`src/rtl/interruption_controller_if.sv`:
```
// Interruption controller bus: watchdog event code and control-unit
// handshake on one side, handler entry/exit signalling on the other.
interface interruption_controller_if #(
   parameter int INTERRUPTION_SIZE = 2,
   parameter int PC_WIDTH          = 32
);
   logic [INTERRUPTION_SIZE-1:0] interruption;
   logic                         interrupt_enable;
   logic                         instruction_boundary;
   logic [PC_WIDTH-1:0]          pc_in;
   logic                         return_from_interrupt;
   logic                         irq_request;
   logic                         take_interrupt;
   logic [PC_WIDTH-1:0]          vector_pc;
   logic [PC_WIDTH-1:0]          saved_pc;
   logic                         restore_pc;
   logic                         in_handler;
   logic [INTERRUPTION_SIZE-1:0] cause;

   // Controller side
   modport slave (
      input  interruption, interrupt_enable, instruction_boundary, pc_in,
             return_from_interrupt,
      output irq_request, take_interrupt, vector_pc, saved_pc, restore_pc,
             in_handler, cause
   );

   // Control unit / watchdog side
   modport master (
      output interruption, interrupt_enable, instruction_boundary, pc_in,
             return_from_interrupt,
      input  irq_request, take_interrupt, vector_pc, saved_pc, restore_pc,
             in_handler, cause
   );
endinterface

```
`src/rtl/interruption_controller.sv`:
```
// Interruption controller: latches watchdog events as sticky pending bits,
// arbitrates user over timer, and hands one interrupt at a time to the
// control unit at an instruction boundary (IDLE -> SERVICE -> RETURN).
module interruption_controller #(
   parameter int                INTERRUPTION_SIZE = 2,
   parameter int                PC_WIDTH          = 32,
   parameter logic [PC_WIDTH-1:0] VECTOR_USER     = 32'h0000_0100,
   parameter logic [PC_WIDTH-1:0] VECTOR_TIMER    = 32'h0000_0200
) (
   input logic                clock,
   input logic                reset,
   interruption_controller_if.slave bus
);
   localparam logic [INTERRUPTION_SIZE-1:0] C_USER  = INTERRUPTION_SIZE'(1);
   localparam logic [INTERRUPTION_SIZE-1:0] C_TIMER = INTERRUPTION_SIZE'(2);

   typedef enum logic [1:0] {
      ST_IDLE    = 2'd0,
      ST_SERVICE = 2'd1,
      ST_RETURN  = 2'd2
   } state_t;

   state_t                       r_state;
   state_t                       w_state_next;
   logic                         r_pend_user;
   logic                         r_pend_timer;
   logic                         w_pend_user_next;
   logic                         w_pend_timer_next;
   logic [INTERRUPTION_SIZE-1:0] r_prev_code;
   logic [INTERRUPTION_SIZE-1:0] r_cause;
   logic [INTERRUPTION_SIZE-1:0] w_cause_next;
   logic                         r_take;
   logic                         w_take_next;
   logic [PC_WIDTH-1:0]          r_vector;
   logic [PC_WIDTH-1:0]          w_vector_next;
   logic [PC_WIDTH-1:0]          r_saved;
   logic [PC_WIDTH-1:0]          w_saved_next;
   logic                         w_set_user;
   logic                         w_set_timer;
   logic                         w_irq;
   logic                         w_ack;

   // A code only counts on the cycle it appears, so a held code latches once.
   assign w_set_user  = (bus.interruption == C_USER)  && (r_prev_code != C_USER);
   assign w_set_timer = (bus.interruption == C_TIMER) && (r_prev_code != C_TIMER);

   // No nesting: requests are only offered from IDLE.
   assign w_irq = (r_state == ST_IDLE) && bus.interrupt_enable && (r_pend_user || r_pend_timer);
   assign w_ack = w_irq && bus.instruction_boundary;

   assign bus.irq_request    = w_irq;
   assign bus.take_interrupt = r_take;
   assign bus.vector_pc      = r_vector;
   assign bus.saved_pc       = r_saved;
   assign bus.cause          = r_cause;
   assign bus.in_handler     = (r_state != ST_IDLE);
   assign bus.restore_pc     = (r_state == ST_RETURN);

   // Next-state, pending-bit and capture logic; a fresh event on the source
   // being cleared re-sets its bit so it is not lost.
   always_comb begin
      w_state_next      = r_state;
      w_pend_user_next  = r_pend_user  || w_set_user;
      w_pend_timer_next = r_pend_timer || w_set_timer;
      w_take_next       = 1'b0;
      w_cause_next      = r_cause;
      w_vector_next     = r_vector;
      w_saved_next      = r_saved;
      case (r_state)
         ST_IDLE: begin
            if (w_ack) begin
               w_take_next  = 1'b1;
               w_state_next = ST_SERVICE;
               w_saved_next = bus.pc_in;
               if (r_pend_user) begin
                  w_cause_next     = C_USER;
                  w_vector_next    = VECTOR_USER;
                  w_pend_user_next = w_set_user;
               end else begin
                  w_cause_next      = C_TIMER;
                  w_vector_next     = VECTOR_TIMER;
                  w_pend_timer_next = w_set_timer;
               end
            end
         end
         ST_SERVICE: begin
            if (bus.return_from_interrupt) begin
               w_state_next = ST_RETURN;
            end
         end
         ST_RETURN: begin
            w_state_next = ST_IDLE;
         end
         default: begin
            w_state_next = ST_IDLE;
         end
      endcase
   end

   // State and datapath registers; reset abandons any handler and pending events.
   always_ff @(posedge clock) begin
      if (reset) begin
         r_state      <= ST_IDLE;
         r_pend_user  <= 1'b0;
         r_pend_timer <= 1'b0;
         r_prev_code  <= '0;
         r_take       <= 1'b0;
         r_cause      <= '0;
         r_vector     <= '0;
         r_saved      <= '0;
      end else begin
         r_state      <= w_state_next;
         r_pend_user  <= w_pend_user_next;
         r_pend_timer <= w_pend_timer_next;
         r_prev_code  <= bus.interruption;
         r_take       <= w_take_next;
         r_cause      <= w_cause_next;
         r_vector     <= w_vector_next;
         r_saved      <= w_saved_next;
      end
   end
endmodule
```
`src/flat_wrapper.sv`:
```
// flat-port wrapper written by rule: the top's interface ports become plain ports
module interruption_controller_flat 
#(
   parameter int                INTERRUPTION_SIZE = 2,
   parameter int                PC_WIDTH          = 32,
   parameter logic [PC_WIDTH-1:0] VECTOR_USER     = 32'h0000_0100,
   parameter logic [PC_WIDTH-1:0] VECTOR_TIMER    = 32'h0000_0200
)
  (clock, reset, bus_interruption, bus_interrupt_enable, bus_instruction_boundary, bus_pc_in, bus_return_from_interrupt, bus_irq_request, bus_take_interrupt, bus_vector_pc, bus_saved_pc, bus_restore_pc, bus_in_handler, bus_cause);
  interruption_controller_if #(.INTERRUPTION_SIZE(INTERRUPTION_SIZE), .PC_WIDTH(PC_WIDTH)) bus_i ();
  input logic clock;
  input logic reset;
  input wire logic [$bits(bus_i.interruption)-1:0] bus_interruption;
  input wire logic [$bits(bus_i.interrupt_enable)-1:0] bus_interrupt_enable;
  input wire logic [$bits(bus_i.instruction_boundary)-1:0] bus_instruction_boundary;
  input wire logic [$bits(bus_i.pc_in)-1:0] bus_pc_in;
  input wire logic [$bits(bus_i.return_from_interrupt)-1:0] bus_return_from_interrupt;
  output wire logic [$bits(bus_i.irq_request)-1:0] bus_irq_request;
  output wire logic [$bits(bus_i.take_interrupt)-1:0] bus_take_interrupt;
  output wire logic [$bits(bus_i.vector_pc)-1:0] bus_vector_pc;
  output wire logic [$bits(bus_i.saved_pc)-1:0] bus_saved_pc;
  output wire logic [$bits(bus_i.restore_pc)-1:0] bus_restore_pc;
  output wire logic [$bits(bus_i.in_handler)-1:0] bus_in_handler;
  output wire logic [$bits(bus_i.cause)-1:0] bus_cause;
  assign bus_i.interruption = bus_interruption;
  assign bus_i.interrupt_enable = bus_interrupt_enable;
  assign bus_i.instruction_boundary = bus_instruction_boundary;
  assign bus_i.pc_in = bus_pc_in;
  assign bus_i.return_from_interrupt = bus_return_from_interrupt;
  assign bus_irq_request = bus_i.irq_request;
  assign bus_take_interrupt = bus_i.take_interrupt;
  assign bus_vector_pc = bus_i.vector_pc;
  assign bus_saved_pc = bus_i.saved_pc;
  assign bus_restore_pc = bus_i.restore_pc;
  assign bus_in_handler = bus_i.in_handler;
  assign bus_cause = bus_i.cause;
  interruption_controller #(.INTERRUPTION_SIZE(INTERRUPTION_SIZE), .PC_WIDTH(PC_WIDTH), .VECTOR_USER(VECTOR_USER), .VECTOR_TIMER(VECTOR_TIMER)) u_core (.clock(clock), .reset(reset), .bus(bus_i));
endmodule
```
`config.mk`:
```
export PLATFORM = sky130hd
export DESIGN_NAME = interruption_controller_flat
export DESIGN_NICKNAME = d
export VERILOG_FILES = /design/src/rtl/interruption_controller_if.sv /design/src/rtl/interruption_controller.sv /design/src/flat_wrapper.sv
export SDC_FILE = /design/constraint.sdc
export NUM_CORES = 1
export LEC_CHECK = 0
export BUFFER_PORTS_ARGS = -buffer_cell sky130_fd_sc_hd__buf_2
export CELL_PAD_IN_SITES_DETAIL_PLACEMENT = 1
export CELL_PAD_IN_SITES_GLOBAL_PLACEMENT = 2
export CORE_MARGIN = 5
export CORE_UTILIZATION = 25
export DETAILED_ROUTE_END_ITERATION = 10
export GPL_ROUTABILITY_DRIVEN = 0
export PLACE_DENSITY_LB_ADDON = 0.05
export SETUP_SLACK_MARGIN = 0.2
export SYNTH_ARGS = -nofsm -noshare
export SYNTH_HDL_FRONTEND = slang
export SYNTH_SLANG_ARGS = --single-unit
```
`constraint.sdc`:
```
create_clock -name clock -period 1.7 [get_ports clock]
set_clock_uncertainty 0.05 [all_clocks]
set_input_delay 0.085 -clock clock [delete_from_list [all_inputs] [get_ports clock]]
set_output_delay 0.085 -clock clock [all_outputs]
set_load 0.01 [all_outputs]
```
==> results.sh <==
export IMPL_synth_edf_count=0
export IMPL_grt_max_degree=43
export IMPL_syn_area_per_cell_um2=9.99
export IMPL_via_per_inst=3.86
export IMPL_rsz0062_at_grt="false"
export IMPL_ctsResizeCount=0
export IMPL_async_flop_share=0
export IMPL_layout_area_seq_um2=821
export IMPL_end_kind="primary output"
export IMPL_powerDensity_nw_per_um2=733
export IMPL_synth_top_area_frac=0.393
export IMPL_synth_cells=209
export IMPL_synth_seq_cells=41
export IMPL_yosysSeqAreaShare=0.393
export IMPL_yosys_area_top_type="dfxtp_1"
export IMPL_dieArea_um2=10300
export IMPL_hp_class="primary input to flop"
export IMPL_cp_required_ns=1.56
export IMPL_cp_data_arrival_time_ns=1.26
export IMPL_cts_root_buf="clkbuf_8"
export IMPL_ios=109
export IMPL_grt_usage=0.0930
export IMPL_ys_top_cells_by_count="nand2b_1 (64), dfxtp_1 (41), buf_4 (32), mux2i_1 (32), clkbuf_1 (8)"
export IMPL_portBuffers=78
export IMPL_stdcell_count=402
export IMPL_period_share=0.823
export IMPL_final_hold_violation_count=0
export IMPL_wl_per_cell_um=12.0
export IMPL_synth_most_common_cell="nand2b_1"
export IMPL_grt_use_met2=0.153
export IMPL_grt_pass1_vias=1584
export IMPL_placementRows=33
export IMPL_multi_input_area_um2=1030
export IMPL_place_inst=381
export IMPL_overflow=0
export IMPL_tightest_slew_ns=0.521
export IMPL_drt_antenna_violating_nets=0
export IMPL_cts_buffer_depth=2
export IMPL_synth_area_leaders="dfxtp_1 (39%), nand2b_1 (19%), mux2i_1 (15%)"
export IMPL_post_cts_buffers=0
export IMPL_tns_ns=0
export IMPL_dr_pass1_iters=3
export IMPL_final_util=0.324
export IMPL_die_y_um=101
export IMPL_ir_worst_vdd_mv=0.246
export IMPL_cellLeakagePower_uw=0.00119
export IMPL_initial_core_util=0.255
export IMPL_busiest_layer="met2"
export IMPL_status="finished clean"
export IMPL_drt_iter0_drc=16
export IMPL_setup_violations=0
export IMPL_syn_cell_area_um2=2090
export IMPL_vias=1553
export IMPL_h_tree_depth=2
export IMPL_area_growth_pct=26.7
export IMPL_path_class="flop to primary output"
export IMPL_dpl_hpwl_um=3540
export IMPL_n_antenna_cell=0
export IMPL_path_clk_slew_ns=0.08
export IMPL_yosysWarningCount=0
export IMPL_p_total_uw=1940
export IMPL_hold_slack_ns=0.0131
export IMPL_drive_gt1_frac=0.306
export IMPL_synth_cell_type_count=25
export IMPL_use_met3=0.0296
export IMPL_synthFlopType="dfxtp_1"
export IMPL_layout_min_cycle_time_ns=1.40
export IMPL_cts_tree="built"
export IMPL_grt_pass1_wl_um=7570
export IMPL_nets=335
export IMPL_coreArea_um2=8180
export IMPL_clk_latency_ns=0.28
export IMPL_fmax_mhz=715
export IMPL_grtUsageMet1=0.116
export IMPL_wl_um=4810
export IMPL_maxCapViolations=0
export IMPL_start_kind="flop"
export IMPL_cts_buffers=5
export IMPL_drcViolationCount=0
export IMPL_worstPathMaxFanout=6
export IMPL_clkSinkCount=41
export IMPL_maxSlewViolCount=0
export IMPL_dieWidth_um=101
export IMPL_fillCellCount=999
export IMPL_grt_antenna_before_repair=0
export IMPL_max_slew_margin=0.653
-- cell usage in the layout (no fill, tap or decap), types with 2 or more instances in the layout --
master,instances
dfxtp_1,41
inv_1,4
clkbuf_1,3
nor2b_1,2
nand2b_1,64
buf_12,2
clkbuf_8,5
o21ai_0,4
dlygate4sd3_1,13
a21oi_1,4
mux2i_1,32
conb_1,30
buf_2,78
-- kinds of logic (layout without fill, tap and decap cells) --
logic type	count (synthesis)	count (layout)	synth area share
AOI/OAI and AO/OA	11	11	0.0312
buffers and inverters	47	106	0.165
DFF	41	41	0.393
muxes	32	32	0.153
other	1	30	0.00180
and+or+nand+nor	77	77	0.255
-- metrics by stage --
stage / setup WS, ns / area [um2]
detailed placement: 0.323 / 2430
global placement: 0.379 / 2430
finish: 0.301 / 2650
global route: 0.226 / 2650
floorplan: 0.502 / 2200
CTS: 0.260 / 2640
-- flip-flops by register name, summed over array words and instances (netlist names) --
register and flops:
u_core.r_pend_timer 1, u_core.bus.vector_pc 2, u_core.r_prev_code 2, u_core.r_state 2, u_core.bus.take_interrupt 1, u_core.r_pend_user 1, u_core.bus.saved_pc 32
-- metal layers --
metal / share of wire / vias to the layer above
li1: - / 783
met1: 0.42 / 710
met2: 0.49 / 58
met3: 0.082 / 2
met4: 0.0092 / 0
met5: 0 / -
-- power breakdown --
| part | switching [uW] | total [uW] | internal (uW) |
|---|---|---|---|
| Combinational | 155 | 309 | 154 |
| Sequential | 22.8 | 1020 | 995 |
| Clock | 319 | 611 | 292 |
| Total | 496 | 1940 | 1440 |
-- path summary, 6_finish.rpt --
path              cells after the start                     from  slack (ns)                      end
hold / removal                        3            bus_pc_in[26]        0.01  u_core.bus.saved_pc[26]
setup / recovery                      3        u_core.r_state[1]        0.30          bus_irq_request
setup reg to reg                      4        u_core.r_state[0]        0.34  u_core.bus.saved_pc[12]
hold reg to reg                       2  u_core.bus.saved_pc[28]        0.42  u_core.bus.saved_pc[28]
-- layout make-up --
cell class | count | area share
clock buffers | 8 | 0.0303
flip-flops and latches | 41 | 0.310
inverters | 4 | 0.00568
multi-input cells | 150 | 0.389
repair buffers | 94 | 0.215
well taps | 105 | 0.0497
-- critical path, stage by stage, from the launching register on --
cell and delay [ns]:
dfxtp_1 0.35, or2_2 0.31, nor3b_1 0.17, buf_2 0.16
-- what timing repair did --
item	CTS	global route
endpoints found under the setup margin	0	0
hold buffers	12	1
hold endpoints to repair	12	1
Note: power is estimated with default switching activity, not from simulation.
